**src/rtl/ibex_vector_elem_seq.sv**
```systemverilog
`default_nettype none
// ============================================================================
// Module : ibex_vector_elem_seq
// Desc   : Splits one vector command into per-VLEN-word micro-op beats with
//          tail byte masking.
// Rev    : 1.0
// ============================================================================
module ibex_vector_elem_seq #(
  parameter int VLENB = 4,
  parameter int NREG  = 32
) (
  input  logic                 clk_i,
  input  logic                 rst_i,
  input  logic                 cmd_valid_i,
  output logic                 cmd_ready_o,
  input  logic [4:0]           vl_i,
  input  logic [2:0]           vsew_i,
  input  logic [2:0]           vlmul_i,
  input  logic [$clog2(NREG)-1:0] vd_i,
  input  logic [$clog2(NREG)-1:0] vs1_i,
  input  logic [$clog2(NREG)-1:0] vs2_i,
  output logic                 uop_valid_o,
  input  logic                 uop_ready_i,
  output logic [$clog2(NREG)-1:0] uop_vd_o,
  output logic [$clog2(NREG)-1:0] uop_vs1_o,
  output logic [$clog2(NREG)-1:0] uop_vs2_o,
  output logic [VLENB-1:0]     uop_be_o,
  output logic [4:0]           uop_elem_o,
  output logic                 uop_first_o,
  output logic                 uop_last_o,
  output logic                 busy_o,
  output logic                 done_o,
  output logic                 err_o
);

  localparam int C_RW = $clog2(NREG);
  localparam int C_BW = $clog2(VLENB);

  typedef enum logic [0:0] {S_IDLE = 1'b0, S_ISSUE = 1'b1} state_t;

  state_t           r_state;
  logic [2:0]       r_beat;
  logic [2:0]       r_nbeats;
  logic [4:0]       r_epw;
  logic [VLENB-1:0] r_tailmask;
  logic             r_cmd_ready, r_busy, r_done, r_err;
  logic             r_uop_valid, r_uop_first, r_uop_last;
  logic [C_RW-1:0]  r_uop_vd, r_uop_vs1, r_uop_vs2;
  logic [VLENB-1:0] r_uop_be;
  logic [4:0]       r_uop_elem;

  logic [6:0]       w_bytes;
  logic [2:0]       w_nbeats;
  logic [C_BW-1:0]  w_tail;
  logic [VLENB-1:0] w_tailmask;
  logic [4:0]       w_epw;
  logic [4:0]       w_vlmax;
  logic [C_RW-1:0]  w_mask;
  logic             w_illegal;
  logic [2:0]       w_next_beat;
  logic             w_next_last;

  // Illegal vsew values produce garbage here but are rejected by w_illegal.
  assign w_bytes    = {2'b00, vl_i} << vsew_i[1:0];
  assign w_nbeats   = 3'((w_bytes + 7'(VLENB - 1)) >> C_BW);
  assign w_tail     = w_bytes[C_BW-1:0];
  assign w_tailmask = (w_tail == '0) ? '1 : VLENB'((1 << w_tail) - 1);
  assign w_epw      = 5'(VLENB >> vsew_i[1:0]);
  assign w_vlmax    = w_epw << vlmul_i[1:0];
  assign w_mask     = C_RW'((1 << vlmul_i[1:0]) - 1);
  assign w_illegal  = (vsew_i > 3'd2) || (vlmul_i > 3'd2) || (vl_i > w_vlmax) ||
                      ((vd_i & w_mask) != '0) || ((vs1_i & w_mask) != '0) ||
                      ((vs2_i & w_mask) != '0);

  assign w_next_beat = r_beat + 3'd1;
  assign w_next_last = (w_next_beat == r_nbeats - 3'd1);

  always_ff @(posedge clk_i) begin
    if (rst_i) begin
      r_state     <= S_IDLE;
      r_beat      <= '0;
      r_nbeats    <= '0;
      r_epw       <= '0;
      r_tailmask  <= '0;
      r_cmd_ready <= 1'b1;
      r_busy      <= 1'b0;
      r_done      <= 1'b0;
      r_err       <= 1'b0;
      r_uop_valid <= 1'b0;
      r_uop_first <= 1'b0;
      r_uop_last  <= 1'b0;
      r_uop_vd    <= '0;
      r_uop_vs1   <= '0;
      r_uop_vs2   <= '0;
      r_uop_be    <= '0;
      r_uop_elem  <= '0;
    end else begin
      r_done <= 1'b0;
      r_err  <= 1'b0;
      case (r_state)
        S_IDLE: begin
          if (cmd_valid_i) begin
            if (w_illegal) begin
              r_err <= 1'b1;
            end else if (vl_i == 5'd0) begin
              r_done <= 1'b1;
            end else begin
              r_state     <= S_ISSUE;
              r_cmd_ready <= 1'b0;
              r_busy      <= 1'b1;
              r_beat      <= '0;
              r_nbeats    <= w_nbeats;
              r_epw       <= w_epw;
              r_tailmask  <= w_tailmask;
              r_uop_valid <= 1'b1;
              r_uop_first <= 1'b1;
              r_uop_last  <= (w_nbeats == 3'd1);
              r_uop_vd    <= vd_i;
              r_uop_vs1   <= vs1_i;
              r_uop_vs2   <= vs2_i;
              r_uop_be    <= (w_nbeats == 3'd1) ? w_tailmask : '1;
              r_uop_elem  <= '0;
            end
          end
        end
        S_ISSUE: begin
          // Fields only move on a handshake, so they hold under backpressure.
          if (uop_ready_i) begin
            if (r_uop_last) begin
              r_state     <= S_IDLE;
              r_cmd_ready <= 1'b1;
              r_busy      <= 1'b0;
              r_done      <= 1'b1;
              r_uop_valid <= 1'b0;
              r_uop_first <= 1'b0;
              r_uop_last  <= 1'b0;
              r_uop_vd    <= '0;
              r_uop_vs1   <= '0;
              r_uop_vs2   <= '0;
              r_uop_be    <= '0;
              r_uop_elem  <= '0;
            end else begin
              r_beat      <= w_next_beat;
              r_uop_first <= 1'b0;
              r_uop_last  <= w_next_last;
              r_uop_vd    <= r_uop_vd + 1'b1;
              r_uop_vs1   <= r_uop_vs1 + 1'b1;
              r_uop_vs2   <= r_uop_vs2 + 1'b1;
              r_uop_be    <= w_next_last ? r_tailmask : '1;
              r_uop_elem  <= r_uop_elem + r_epw;
            end
          end
        end
        default: r_state <= S_IDLE;
      endcase
    end
  end

  assign cmd_ready_o = r_cmd_ready;
  assign busy_o      = r_busy;
  assign done_o      = r_done;
  assign err_o       = r_err;
  assign uop_valid_o = r_uop_valid;
  assign uop_first_o = r_uop_first;
  assign uop_last_o  = r_uop_last;
  assign uop_vd_o    = r_uop_vd;
  assign uop_vs1_o   = r_uop_vs1;
  assign uop_vs2_o   = r_uop_vs2;
  assign uop_be_o    = r_uop_be;
  assign uop_elem_o  = r_uop_elem;

endmodule
`default_nettype wire

```
**config.mk**
```make
export PLATFORM = sky130hd
export DESIGN_NAME = ibex_vector_elem_seq
export DESIGN_NICKNAME = d
export VERILOG_FILES = /design/src/rtl/ibex_vector_elem_seq.sv
export SDC_FILE = /design/constraint.sdc
export NUM_CORES = 1
export LEC_CHECK = 0
export CAP_MARGIN = 20
export CORE_ASPECT_RATIO = 1.4
export CORE_UTILIZATION = 53
export CTS_BUF_LIST = sky130_fd_sc_hd__clkbuf_8
export DETAILED_ROUTE_END_ITERATION = 16
export GPL_TIMING_DRIVEN = 0
export PLACE_DENSITY_LB_ADDON = 0.3
export SLEW_MARGIN = 0
export SYNTH_ARGS = -nofsm -noshare
export SYNTH_HDL_FRONTEND = slang
export SYNTH_SLANG_ARGS = --single-unit
```
**constraint.sdc**
```tcl
create_clock -name clk_i -period 4.5 [get_ports clk_i]
set_clock_uncertainty 0.2 [all_clocks]
set_input_delay 1.125 -clock clk_i [delete_from_list [all_inputs] [get_ports clk_i]]
set_output_delay 1.125 -clock clk_i [all_outputs]
set_load 0.005 [all_outputs]
```
Word level (Yosys, flattened, before mapping):

Cells that the tools add are included.

* register bits: 46
* input bits: 30
* output and inout port bits: 31
* word-level logic and storage cells: 135

* add/sub/neg operators: 9
* order comparisons: 3
* eq/ne operators: 8
* shifts and indexed selects: 5
* multiplexer cells: 72
* bitwise operators: 7
* reduce and logical (&&, ||, !) cells: 15

Operator list (number)
* $mux W5: 20
* $pmux W5 S2: 4
* $mux W4: 8
* $mux W1: 27
* $add A5 B1 Y5 const B: 3
* $and A5 B5 Y5: 3
* $mux W3: 5
* $reduce_bool A5 Y1: 3
* $pmux W1 S2: 6
* $ne A2 B2 Y1 const B: 5
* $reduce_and A5 Y1: 2
* $shl A5 B2 Y5: 2
* $pmux W4 S2: 1
* $reduce_and A4 Y1: 2
* $gt A3 B2 Y1 const B: 2
* $pmux W3 S2: 1
* $add A5 B2 Y5 const B: 1
* $add A5 B5 Y5: 1
* $gt A5 B5 Y1: 1
* $logic_not A5 Y1: 1
* $logic_or A1 B1 Y1: 5
* $shl A1 B2 Y5 const A: 1
* $shr A3 B2 Y5 const A: 1
* $sub A5 B2 Y5 const B: 1
* other kinds (10): 13

Logic depth before layout (Yosys ltp):

Gate-level depths: netlist (run 1).

* word-level depth: 10
* gate-level depth with buffers: 13
* mapped depth without buffers: 10

Worst setup path after synthesis (run 1):

Ideal clock, no wire load.

* path kind: input-to-reg
* start: input vsew_i[1]
* end: register r_uop_vd[1], in the netlist uop_vd_o[1]
* setup time: 0.119 ns
* arrival: 3.504 ns
* data required time: 4.181 ns
* path slack: 0.677 ns
* stages on the path: 12
* buffers on the path: 3
* cell sequence: buf_2 > buf_1 > nor3b_1 > a21oi_1 > or2_2 > ha_1 > nand4_1 > or2_2 > a211oi_4 > nand2_1 > buf_4 > o221a_2

* cells in the longest elaborated chain, start to end: 9
* elaborated cells on any way between the ends: 11

Ends and longest elaborated chain
* from (decl): line 17 `input logic [2:0] vsew_i,`
* $shr A3 B2 Y5: line 68 `assign w_epw = 5'(VLENB >> vsew_i[1:0]);`
* $shl A5 B2 Y5: line 69 `assign w_vlmax = w_epw << vlmul_i[1:0];`
* $gt A5 B5 Y1: line 71 `assign w_illegal = (vsew_i > 3'd2) || (vlmul_i > 3'd2) || (vl_i > w_vlmax) ||`
* $logic_or A1 B1 Y1 * (2 in series): line 71
* $logic_or A1 B1 Y1 * (2 in series): line 72 `((vd_i & w_mask) != '0) || ((vs1_i & w_mask) != '0) ||`
* $ne A2 B2 Y1 (no line) *
* $reduce_and A4 Y1 (no line) *
* to (signal assigned): line 118 `r_uop_vd <= vd_i;`
* to (signal assigned): line 146 `r_uop_vd <= r_uop_vd + 1'b1;`
* to (decl): line 48 `logic [C_RW-1:0] r_uop_vd, r_uop_vs1, r_uop_vs2;`

Mark *: on every way between the ends. The rest lies on a longest branch, timed or not.
A chain may end at the register's enable or synchronous reset.

Worst setup path in the final report (run 1):

* start: input vsew_i[1]
* end: register r_epw[0]

* cells in the longest elaborated chain, start to end: 9
* elaborated cells on any way between the ends: 11

Ends and longest elaborated chain
* $shr A3 B2 Y5: line 68
* $shl A5 B2 Y5: line 69
* $gt A5 B5 Y1: line 71
* $logic_or A1 B1 Y1 (2 in series): line 71
* $logic_or A1 B1 Y1 (2 in series): line 72
* $not A1 Y1 (no line)
* $reduce_and A4 Y1 (no line)
* to (signal assigned): line 113 `r_epw <= w_epw;`
* to (decl): line 44 `logic [4:0] r_epw;`

Several ways; a longest one is shown, not always the timed one.

==> results of run 1 <==
## state kept, by name, indices dropped and copies added (netlist names)
| signal | cells |
|---|---|
| err_o | 1 |
| cmd_ready_o | 1 |
| uop_last_o | 1 |
| uop_first_o | 1 |
| uop_vs1_o | 5 |
| uop_elem_o | 5 |
| r_state | 1 |
| uop_be_o | 4 |
| r_tailmask | 4 |
| r_epw | 3 |
| r_nbeats | 3 |
| uop_vs2_o | 5 |
| uop_vd_o | 5 |
| r_beat | 3 |
| done_o | 1 |
| uop_valid_o | 1 |
## Yosys cell counts, types with 3 or more instances
cell type	number	area, µm²
nand2_1	27	101
nor2_1	12	45.0
ha_1	15	188
o221a_2	3	33.8
a21o_1	3	22.5
a31oi_1	15	93.8
a21oi_1	35	175
o31ai_1	3	22.5
xor2_1	3	26.3
o211ai_1	9	67.6
buf_4	5	37.5
or2_2	3	18.8
nor2b_1	5	31.3
a211oi_1	11	82.6
dfxtp_1	44	881
or3b_2	3	26.3
o32ai_1	3	26.3
clkbuf_1	15	56.3
inv_1	8	30.0
xnor2_1	9	78.8
mux2i_1	10	100
o221ai_1	3	26.3
nor3_1	9	45.0
nand3_1	12	60.1
a22oi_1	3	22.5
o21ai_0	10	50.1
nand2b_1	5	31.3
buf_2	4	20.0
## cell families (layout without fill, tap and decap cells)
kind of cell | count (synthesis) | after routing | synth area share [%]
DFF | 44 | 44 | 31.3
AOI/OAI and AO/OA | 118 | 118 | 30.5
buffers and inverters | 35 | 99 | 6.04
xor gates and xnor gates | 12 | 12 | 3.73
muxes | 11 | 11 | 4.04
and+or+nand+nor | 92 | 92 | 17.1
adders and majority gates | 16 | 16 | 7.37
## where the power goes
part / switching [mW] / leakage (nW) / internal [mW]
combinational: 0.0651 / 0.886 / 0.0572
clock: 0.144 / 0.0593 / 0.163
sequential: 0.00285 / 0.355 / 0.392
## worst max path at each step
stage	startpoint	to	slack (ps)
3_3_place_gp	vsew_i[1]	uop_vd_o[4]	400
3_5_place_dp	vsew_i[1]	r_epw[0]	320
2_1_floorplan	vsew_i[1]	uop_vd_o[1]	680
4_1_cts	vsew_i[1]	r_epw[0]	630
6_report	vsew_i[1]	r_epw[0]	600
5_1_grt	vsew_i[1]	r_epw[0]	420
## tightest hold or removal path: cells and delay by family, from the launching register on
| family | cells | cell delay, ps |
|---|---|---|
| DFF | 1 | 320 |
| and+or+nand+nor | 1 | 50 |
| AOI/OAI and AO/OA | 1 | 50 |
## stage by stage
| stage | power [mW] | hold WS, ps | instances | util, % | cell area, µm² |
|---|---|---|---|---|---|
| after floorplan | 0.472 | 231 | 328 | - | 2820 |
| after global placement | 0.521 | 246 | 450 | 67.1 | 3460 |
| after detailed placement | 0.524 | 249 | 450 | 67.1 | 3460 |
| after CTS | 0.819 | 261 | 458 | 69.2 | 3570 |
| after global routing | 0.847 | 281 | 458 | 69.2 | 3570 |
| final | 0.824 | 261 | 458 | 69.2 | 3570 |
## per-layer routing
metal | wire (µm) | vias up | track usage, %
li1 | - | 1356 | -
met1 | 3150 | 1377 | 32.8
met2 | 4050 | 143 | 52.7
met3 | 494 | 25 | 4.12
met4 | 286 | 0 | 14.0
met5 | 0 | - | 0
## cell type report
type	instances	area (µm²)	area share, %
multi-input cells	249	1770	49.5
flip-flops and latches	44	881	24.7
repair buffers	56	561	15.7
plain buffers	27	140	3.93
well taps	66	82.6	2.31
clock buffers	5	68.8	1.93
clock inverters	3	38.8	1.09
inverters	8	30.0	0.842
==> impl_metrics.env, run 1 <==
export IMPL_root_buffer="clkbuf_8"
export IMPL_reg2reg_depth=6
export IMPL_finalWorstSetupSlack_ps=595
export IMPL_drt_pre_antenna_iters=11
export IMPL_start_util_pct=54.6
export IMPL_antenna_cells=0
export IMPL_maxSlewHeadroom_pct=47.6
export IMPL_min_to="uop_first_o"
export IMPL_tightest_slew_ps=787
export IMPL_hold_viol_final=0
export IMPL_path_cells="buf_2, buf_1, nor3b_1, a21oi_1, or2_2, ha_1, nand4_1, o221ai_1, a211o_1, clkbuf_1, o21ai_0, a21oi_1"
export IMPL_coreArea_um2=5160
export IMPL_track_usage_pct=28.9
export IMPL_grt_pass1_wl_um=12400
export IMPL_mostFrequentLayoutCells="clkdlybuf4s50_1, dfxtp_1, a21oi_1"
export IMPL_crit_top_cell="a21oi_1"
export IMPL_finalCriticalPeriod_ps=3900
export IMPL_end_kind="flop"
export IMPL_status="complete, but fails checks"
export IMPL_violations="DRC"
export IMPL_insertion_delay_ps=310
export IMPL_boundaryPins=61
export IMPL_vias=2901
export IMPL_cts_sinks=44
export IMPL_power_density_nw_per_um2=231
export IMPL_cp_num_buf_inv=3
export IMPL_ant_nets=0
export IMPL_synth_fp_nets=374
export IMPL_synth_enable_flop_cells=0
export IMPL_cts_hold_buffers=0
export IMPL_synth_avg_cell_area_um2=8.59
export IMPL_cp_top_family="compound AO/OA/AOI/OAI gates"
export IMPL_grt_max_degree=14
export IMPL_cp_slowest_cell="o221ai_1"
export IMPL_core_rowCount=31
export IMPL_viasPerCell=6.33
export IMPL_r2r_end="uop_vd_o[1]"
export IMPL_design_die_area_um2=5620
export IMPL_die_h_um=88.3
export IMPL_synthCells=328
export IMPL_nets=437
export IMPL_crit_fanout=10
export IMPL_mostFrequentLayoutCell="clkdlybuf4s50_1"
export IMPL_cp_arrival_ps=3940
export IMPL_drt_iter0_drc=203
export IMPL_cts_tree="done"
export IMPL_clock_path_buffers=2
export IMPL_fillers=425
export IMPL_ys_ff_latch=44
export IMPL_worstSetupPathType="in -> reg"
export IMPL_overflow=0
export IMPL_timing_rr_start="r_state"
export IMPL_leakage_nw=1.30
export IMPL_finalCritPeriodShare_pct=86.8
export IMPL_drive_above_1_share_pct=9.95
export IMPL_syn2layout_area_growth_pct=26.6
export IMPL_clock_fmax_mhz=256
export IMPL_grt_pass1_vias=2614
export IMPL_cts_setup_buffers=0
export IMPL_dpl_hpwl_um=5930
export IMPL_async_flop_share_pct=0
export IMPL_setup_violations=0
export IMPL_cap_violations=0
export IMPL_wl_per_cell_um=17.4
export IMPL_drv_slew=0
export IMPL_hold_path_class="reg -> reg"
export IMPL_antenna_found_initial=0
export IMPL_synth_distinct_cells=64
export IMPL_drc=2
export IMPL_worstSetupStartpointType="input port"
export IMPL_die_w_um=63.6
export IMPL_yosysWarningCount=0
export IMPL_cts_resized=0
export IMPL_place_port_buffers=56
export IMPL_whs_path_depth=2
export IMPL_rsz0062_at_grt="no"
export IMPL_slowest_delay_ps=410
export IMPL_routed_wirelength_um=7980
export IMPL_cp_required_ps=4540
export IMPL_netlist_area_um2=2820
export IMPL_critical_path_cell_count=12
export IMPL_irDropWorstVdd_uv=148
export IMPL_seq_area_frac_synth_pct=31.3
export IMPL_gp_congestion=0.839
export IMPL_r2r_slack_ps=2300
export IMPL_synth_ff_type="dfxtp_1"
export IMPL_setup_tns_ps=0
export IMPL_min_from="uop_first_o"
export IMPL_clkTransAtPathRegs_ps=90
export IMPL_pre_cts_ws_ps=320
export IMPL_cts_htree_levels=2
export IMPL_cts_buffers_inserted=5
No activity file was read; power rests on OpenSTA's default activity.
==> run 2, diff against run 1 <==
--- a/config.mk
+++ b/config.mk
@@ -11,7 +11,7 @@
 export CTS_BUF_LIST = sky130_fd_sc_hd__clkbuf_8
 export DETAILED_ROUTE_END_ITERATION = 16
 export GPL_TIMING_DRIVEN = 0
-export PLACE_DENSITY_LB_ADDON = 0.3
+export PLACE_DENSITY_LB_ADDON = 0.15
 export SLEW_MARGIN = 0
 export SYNTH_ARGS = -nofsm -noshare
 export SYNTH_HDL_FRONTEND = slang
==> run 2 against run 1 <==
Compared with the run above: the run still ends with DRC left; die area did not move; register-to-register slack about the same; cell area shrank 0.84%; via count shrank 1.0%; critical path depth stayed put; first-iteration DRC count is 2.5% higher; clock power decreased by 24%; core utilization shrank 0.58 points.
==> impl_metrics.env, run 2 (synthesis gave the netlist of run 1 again) <==
export IMPL_status="complete, but fails checks"
export IMPL_violations="DRC"
export IMPL_cts_sinks=44
export IMPL_p_total_mw=0.751
export IMPL_cp_slowest_cell="clkbuf_1"
export IMPL_cp_arrival_ps=3930
export IMPL_antenna_found_initial=0
export IMPL_finalCritPeriodShare_pct=86.8
export IMPL_critical_path_cell_count=12
export IMPL_mostFrequentLayoutCell="clkdlybuf4s50_1"
export IMPL_drv_slew=0
export IMPL_crit_fanout=10
export IMPL_gp_congestion=0.846
export IMPL_ant_nets=0
export IMPL_insertion_delay_ps=300
export IMPL_power_density_nw_per_um2=212
export IMPL_path_cells="buf_2, buf_1, nor3b_1, a21oi_1, or2_2, ha_1, nand4_1, o221ai_1, a211o_1, clkbuf_1, o21ai_0, a21oi_1"
export IMPL_seq_power_share_pct=52.6
export IMPL_die_h_um=88.3
export IMPL_worstSetupPathType="in -> reg"
export IMPL_coreArea_um2=5160
export IMPL_cap_violations=0
export IMPL_antenna_cells=0
export IMPL_clock_fmax_mhz=256
export IMPL_drt_iter0_drc=208
export IMPL_place_port_buffers=56
export IMPL_crit_end="r_epw[0]"
export IMPL_finalCriticalPeriod_ps=3910
export IMPL_drt_pre_antenna_iters=11
export IMPL_grt_max_degree=13
export IMPL_whs_ps=263
export IMPL_p_int_mw=0.553
export IMPL_nets=437
export IMPL_dpl_hpwl_um=6130
export IMPL_boundaryPins=61
export IMPL_hold_viol_final=0
export IMPL_timing_rr_start="uop_last_o"
export IMPL_die_w_um=63.6
export IMPL_setup_violations=0
export IMPL_end_kind="flop"
export IMPL_irDropWorstVdd_uv=102
export IMPL_cts_hold_buffers=0
export IMPL_wl_per_cell_um=17.7
export IMPL_r2r_end="uop_be_o[0]"
export IMPL_viasPerCell=6.28
export IMPL_cp_num_buf_inv=3
export IMPL_mostFrequentLayoutCells="clkdlybuf4s50_1, dfxtp_1, a21oi_1"
export IMPL_rsz0062_at_grt="no"
export IMPL_r2r_slack_ps=2310
export IMPL_cts_htree_levels=2
export IMPL_drive_above_1_share_pct=9.72
export IMPL_clkPwrFrac_pct=31.1
export IMPL_pwr_share_comb_pct=16.3
export IMPL_overflow=0
export IMPL_p_sw_share_pct=26.4
export IMPL_reg2reg_depth=6
export IMPL_hold_path_class="reg -> reg"
export IMPL_grt_pass1_vias=2670
export IMPL_cts_buffers_inserted=5
export IMPL_routed_wirelength_um=8090
export IMPL_grt_pass1_wl_um=12800
export IMPL_tightest_slew_ps=785
export IMPL_cts_tree="done"
export IMPL_cts_setup_buffers=0
export IMPL_crit_start="vsew_i[1]"
export IMPL_root_buffer="clkbuf_8"
export IMPL_design_die_area_um2=5620
export IMPL_core_rowCount=31
export IMPL_cts_resized=0
export IMPL_clock_path_buffers=2
export IMPL_leakage_nw=1.29
export IMPL_cp_top_family="compound AO/OA/AOI/OAI gates"
export IMPL_syn2layout_area_growth_pct=25.6
export IMPL_setup_tns_ps=0
export IMPL_clkTransAtPathRegs_ps=80
export IMPL_vias=2872
export IMPL_slowest_delay_ps=430
export IMPL_drc=2
export IMPL_cp_required_ps=4520
export IMPL_track_usage_pct=29.7
export IMPL_worstSetupStartpointType="input port"
export IMPL_start_util_pct=54.6
export IMPL_crit_top_cell="a21oi_1"
export IMPL_maxSlewHeadroom_pct=47.7
export IMPL_p_switching_mw=0.198
run 2: how the worst min path moves through the flow:
stage / start / to / slack (ps) / cells past startpoint
after floorplan: r_tailmask[0] / r_tailmask[0] / 230 / 2
after global placement: uop_be_o[1] / uop_be_o[1] / 240 / 2
after detailed placement: uop_be_o[2] / uop_be_o[2] / 250 / 2
after CTS: uop_be_o[2] / uop_be_o[2] / 270 / 2
after global routing: r_tailmask[3] / r_tailmask[3] / 300 / 2
final: uop_be_o[2] / uop_be_o[2] / 260 / 2
run 2: cell type report:
| type | count | area [µm²] |
|---|---|---|
| buffer | 27 | 140 |
| clock buffer | 5 | 68.8 |
| clock inverter | 2 | 8.76 |
| fill | 449 | 1620 |
| inverter | 8 | 30.0 |
| multi-input combinational | 249 | 1770 |
| sequential | 44 | 881 |
| tap | 66 | 82.6 |
| timing repair buffer | 56 | 561 |
run 2: through the flow:
stage                     utilization [%]  area (µm²)  setup slack (ps)  std cells
after CTS                            68.6        3540               649        457
after global placement               67.1        3460               388        450
after detailed placement             67.1        3460               338        450
after floorplan                         -        2820               677        328
final                                68.6        3540               593        457
after global routing                 68.6        3540               416        457
run 2: routing by layer:
metal  track usage [%]  up-vias  wire length [µm]
met2              53.7      126              4220
met5                 0        -                 0
met1              34.0     1373              3120
met4              15.3        0               197
met3              4.25       14               548
li1                  -     1359                 -
run 2: worst register-to-register path: stages, from the launching register on:
cell      delay [ps]
dfxtp_1          510
nor2b_1           80
clkbuf_1         250
nand2_1          170
clkbuf_1         420
o21ai_1          210
a32o_1           240
run 2: power by group through the flow:
stage / Combinational (mW) / Sequential (mW) / Clock, mW
finish: 0.122 / 0.395 / 0.234
global route: 0.132 / 0.395 / 0.253
CTS: 0.122 / 0.395 / 0.238
detailed placement: 0.121 / 0.404 / 0
global placement: 0.118 / 0.404 / 0
floorplan: 0.0688 / 0.404 / 0
==> run 3, diff against run 2 <==
--- a/config.mk
+++ b/config.mk
@@ -6,8 +6,7 @@
 export NUM_CORES = 1
 export LEC_CHECK = 0
 export CAP_MARGIN = 20
-export CORE_ASPECT_RATIO = 1.4
-export CORE_UTILIZATION = 53
+export CORE_UTILIZATION = 51
 export CTS_BUF_LIST = sky130_fd_sc_hd__clkbuf_8
 export DETAILED_ROUTE_END_ITERATION = 16
 export GPL_TIMING_DRIVEN = 0
==> constraint.sdc (replaced) <==
create_clock -name clk_i -period 4.5 [get_ports clk_i]
set_clock_uncertainty 0.2 [all_clocks]
set_input_delay 0.45 -clock clk_i [delete_from_list [all_inputs] [get_ports clk_i]]
set_output_delay 0.45 -clock clk_i [all_outputs]
set_load 0.005 [all_outputs]
==> run 3 against run 2 <==
Compared with the run above: worst hold slack barely moved; clock power up 44%; the flow now finishes without violations; die area is 3.7% higher; critical path depth unchanged; first-iteration DRC count fell by 17%; cell area up 1.5%; register-to-register slack about the same.
==> impl_metrics.env, run 3 (synthesis gave the netlist of run 1 again) <==
export IMPL_cts_tree="done"
export IMPL_place_inst=454
export IMPL_hold_viol_final=0
export IMPL_setup_violations=0
export IMPL_fin_cells=462
export IMPL_seq_power_share_pct=46.2
export IMPL_finalCritPeriodShare_pct=70.3
export IMPL_antenna_cells=0
export IMPL_worstSetupPathType="in -> reg"
export IMPL_dpl_hpwl_um=5830
export IMPL_cts_hold_buffers=0
export IMPL_whs_path_depth=2
export IMPL_mostFrequentLayoutCell="clkdlybuf4s50_1"
export IMPL_place_port_buffers=56
export IMPL_slowest_delay_ps=410
export IMPL_die_w_um=76.3
export IMPL_p_int_mw=0.645
export IMPL_cp_required_ps=4530
export IMPL_syn2layout_area_growth_pct=27.5
export IMPL_hold_path_class="reg -> reg"
export IMPL_crit_top_cell="a21oi_1"
export IMPL_routed_wirelength_um=8020
export IMPL_clkPwrFrac_pct=39.5
export IMPL_leakage_nw=1.31
export IMPL_pwr_share_comb_pct=14.3
export IMPL_whs_ps=264
export IMPL_grt_pass1_wl_um=13000
export IMPL_drt_iter0_drc=173
export IMPL_clock_fmax_mhz=316
export IMPL_die_h_um=76.3
export IMPL_maxSlewHeadroom_pct=46.0
export IMPL_end_kind="flop"
export IMPL_reg2reg_depth=6
export IMPL_p_sw_share_pct=24.4
export IMPL_cts_resized=0
export IMPL_setup_tns_ps=0
export IMPL_tightest_slew_ps=810
export IMPL_viasPerCell=6.10
export IMPL_finalCriticalPeriod_ps=3160
export IMPL_nets=437
export IMPL_cts_buffers_inserted=5
export IMPL_grt_max_degree=14
export IMPL_core_rowCount=26
export IMPL_gp_congestion=0.887
export IMPL_worstSetupStartpointType="input port"
export IMPL_start_util_pct=54.1
export IMPL_clock_path_buffers=2
export IMPL_stdcell_area_um2=3590
export IMPL_ant_nets=0
export IMPL_coreArea_um2=5200
export IMPL_path_cells="buf_2, buf_1, nor3b_1, a21oi_1, or2_2, ha_1, nand4_1, o221ai_1, a211o_1, clkbuf_1, o211ai_1, a21oi_1"
export IMPL_track_usage_pct=28.1
export IMPL_cts_setup_buffers=0
export IMPL_wl_per_cell_um=17.3
export IMPL_drv_slew=0
export IMPL_drc=0
export IMPL_crit_fanout=10
export IMPL_antenna_found_initial=0
export IMPL_drt_pre_antenna_iters=5
export IMPL_insertion_delay_ps=310
export IMPL_drive_above_1_share_pct=10.2
export IMPL_cts_htree_levels=2
export IMPL_mostFrequentLayoutCells="clkdlybuf4s50_1, dfxtp_1, a21oi_1"
export IMPL_cp_slowest_cell="o221ai_1"
export IMPL_cts_sinks=44
export IMPL_placed_cell_area_um2=3470
export IMPL_design_die_area_um2=5830
export IMPL_rsz0062_at_grt="no"
export IMPL_overflow=0
export IMPL_boundaryPins=61
export IMPL_irDropWorstVdd_uv=146
export IMPL_status="completed"
export IMPL_grt_pass1_vias=2730
export IMPL_cap_violations=0
export IMPL_clkTransAtPathRegs_ps=80
export IMPL_root_buffer="clkbuf_8"
export IMPL_p_switching_mw=0.209
export IMPL_cp_arrival_ps=3190
export IMPL_power_density_nw_per_um2=238
export IMPL_vias=2820
## run 3: cell count changes in the layout (fill, tap and decap cells not counted)
cell | before | now
clkbuf_8 | 5 | 7
bufinv_16 | 0 | 1
clkinv_2 | 1 | 0
inv_1 | 9 | 8
## run 3: layer usage
| layer | share of wire [%] | up-vias | global-route usage, % |
|---|---|---|---|
| met2 | 49 | 104 | 48.4 |
| met3 | 6.1 | 17 | 5.03 |
| met4 | 2.2 | 0 | 11.7 |
| met1 | 43 | 1345 | 34.3 |
| li1 | - | 1354 | - |
| met5 | 0 | - | 0 |
## run 3: worst paths after layout
kind                                   from           end  slack, ps
worst min register to register  uop_be_o[1]   uop_be_o[1]        260
worst min-delay path            uop_be_o[1]   uop_be_o[1]        260
worst max register to register      r_state   uop_vd_o[1]       2300
worst max-delay path              vsew_i[1]  uop_vs1_o[0]       1340
## run 3: critical path: cells and delay by family
kind,cells,cell delay (ps)
buffers and inverters,3,790
AO/OA/AOI/OAI,5,1050
adder cells (fa/ha/maj),1,280
AND/OR/NAND/NOR,3,600
## run 3: power groups by stage
stage	Sequential, mW	Combinational (mW)	Clock [mW]
6_report	0.395	0.122	0.337
5_1_grt	0.395	0.133	0.355
4_1_cts	0.395	0.122	0.336
3_5_place_dp	0.404	0.120	0
3_3_place_gp	0.404	0.119	0
2_1_floorplan	0.404	0.0688	0
## run 3: through the flow
stage	utilization, %	setup slack, ps	power [mW]
floorplan	-	1350	0.472
detailed placement	66.6	1020	0.524
finish	69.0	1340	0.854
global route	69.0	994	0.883
global placement	66.6	1060	0.522
CTS	69.0	1320	0.853
## run 3: final cells by class
cell class / instances / area (µm²)
Fill cell: 439 / 1610
Clock inverter: 1 / 30.0
Multi-Input combinational cell: 249 / 1770
Inverter: 8 / 30.0
Clock buffer: 7 / 96.3
Sequential cell: 44 / 881
Tap cell: 70 / 87.6
Buffer: 27 / 140
Timing Repair Buffer: 56 / 561
==> edit: new RTL, flow settings as in run 2 <==
Set the parameter `NREG` to 128 (it was 32).
--- a/src/rtl/ibex_vector_elem_seq.sv
+++ b/src/rtl/ibex_vector_elem_seq.sv
@@ -9,3 +9,3 @@
   parameter int VLENB = 4,
-  parameter int NREG  = 32
+  parameter int NREG  = 128
 ) (
Interface: changed (6 resized); port bits go from 61 to 73. No check against the original RTL was run, so the function may have changed too.
==> edit against run 2 <==
  * Die area increased by 5.4%
  * Sequential cell count rose by 6
  * Power rose by 14%
  * Worst setup slack lost 0.18 ns
  * Cell count up 13%
  * Synthesized area increased by 5.6%
  * Final area up 8.2%
  * Sequential share of layout area rose by 1.2 points
  * Hold slack worse by 0.0019 ns
  * Routed wire length rose by 9.4%
  * Critical path depth rose by 2
  * Largest power group unchanged
==> edit: results (changes against run 2) <==
power_and_ir_drop:
  power_leakage_nw: 1.49  # +16%
  power_switching_uw: 224  # +13%
  switching_share_pct: 26.3  # -0.15 points
  ir_drop_mv: 0.160  # +57%
route:
  wire_per_inst_um: 17.2  # -2.9%
  vias: 3153  # +9.8%
  drt-pass1-iter-count: 5  # -6
  viasPerCell: 6.12  # -2.6%
  met2_length_um: 4460  # +5.7%
synthesis:
  synth_common_cells: "50 x dfxtp_1, 46 x a21oi_1, 43 x nor2_1"
  synth_fa_ha_area_share_pct: 6.98  # -0.39 points
  synth.net_count: 426  # +14%
  synth_cell_types: 54  # -16%
  synth_compound_area_share_pct: 24.6  # -5.9 points
  synthTopCellsByArea: "dfxtp_1 34%, a21oi_1 7.7%, ha_1 6.3%, nor2_1 5.4%, nand2_1 3.7%"
  postSynthAreaPerCell_um2: 7.96  # -7.4%
  synth_xor_area_share_pct: 3.53  # -0.20 points
  synthMuxAreaShare_pct: 3.45  # -0.59 points
placed_design:
  dp_hpwl_um: 6440  # +5.0%
  dp_worst_setup_slack_ns: -0.406  # -0.743 ns
  io_buffers: 67  # +20%
  place.gp.congestion: 0.867  # +2.4%
  placed_area_mm2: 0.00373  # +7.7%
timing:
  relSlewSlack_pct: 56.3  # +8.6 points
  worst_hold_slack_ns: 0.261  # -0.00188 ns
  clock.fmax_mhz: 245  # -4.3%
cells_and_area:
  n_fill_cell: 439  # -2.2%
  drive_above_1_share_pct: 8.24  # -1.5 points
  nets: 500  # +14%
grt:
  grt_use_met1_pct: 35.1  # +1.1 points
  global_route.usage.met2_pct: 53.8  # +0.11 points
  grt.total_usage_pct: 31.4  # +1.7 points
  grt_pass1_vias: 3127  # +17%
status:
  status: "completed"
worst_setup_path:
  startpoint: "vsew_i[0]"
  arrival_ns: 4.12  # +0.19 ns
  rrSetupSlack_ns: 2.16  # -0.15 ns
  rr_endpoint: "uop_be_o[2]$_SDFFE_PP0P_"
  critPathTopFamily: "buffers and inverters"
  max_stage_delay_ns: 0.40  # -0.03 ns
clock_network:
  cts_resized: 1  # +1
min_path:
  min_from: "r_tailmask[0]$_SDFFE_PP0P_"
[edit: changes by cell type after synthesis, moves of 7 or more]
cell	before	now
o211ai_1	9	0
a31oi_1	15	3
a21oi_1	35	46
nor3_1	9	19
nor2_1	12	43
a221oi_1	0	7
[edit: worst max path at each step]
stage | endpoint | cells after the start
3_3_place_gp | uop_vd_o[3]$_SDFFE_PP0P_ | 13
3_5_place_dp | uop_vs1_o[1]$_SDFFE_PP0P_ | 13
4_1_cts | uop_vs1_o[1]$_SDFFE_PP0P_ | 13
6_report | uop_vs2_o[2]$_SDFFE_PP0P_ | 14
5_1_grt | uop_vs2_o[5]$_SDFFE_PP0P_ | 13
2_1_floorplan | uop_vs1_o[1]$_SDFFE_PP0P_ | 13
[edit: cell type report]
cell class,instances,share of cell area (%)
inverters,13,1.27
multi-input cells,284,47.1
clock buffers,6,2.16
flip-flops and latches,50,26.1
repair buffers,67,17.6
clock inverters,2,0.229
well taps,66,2.16
plain buffers,27,3.33
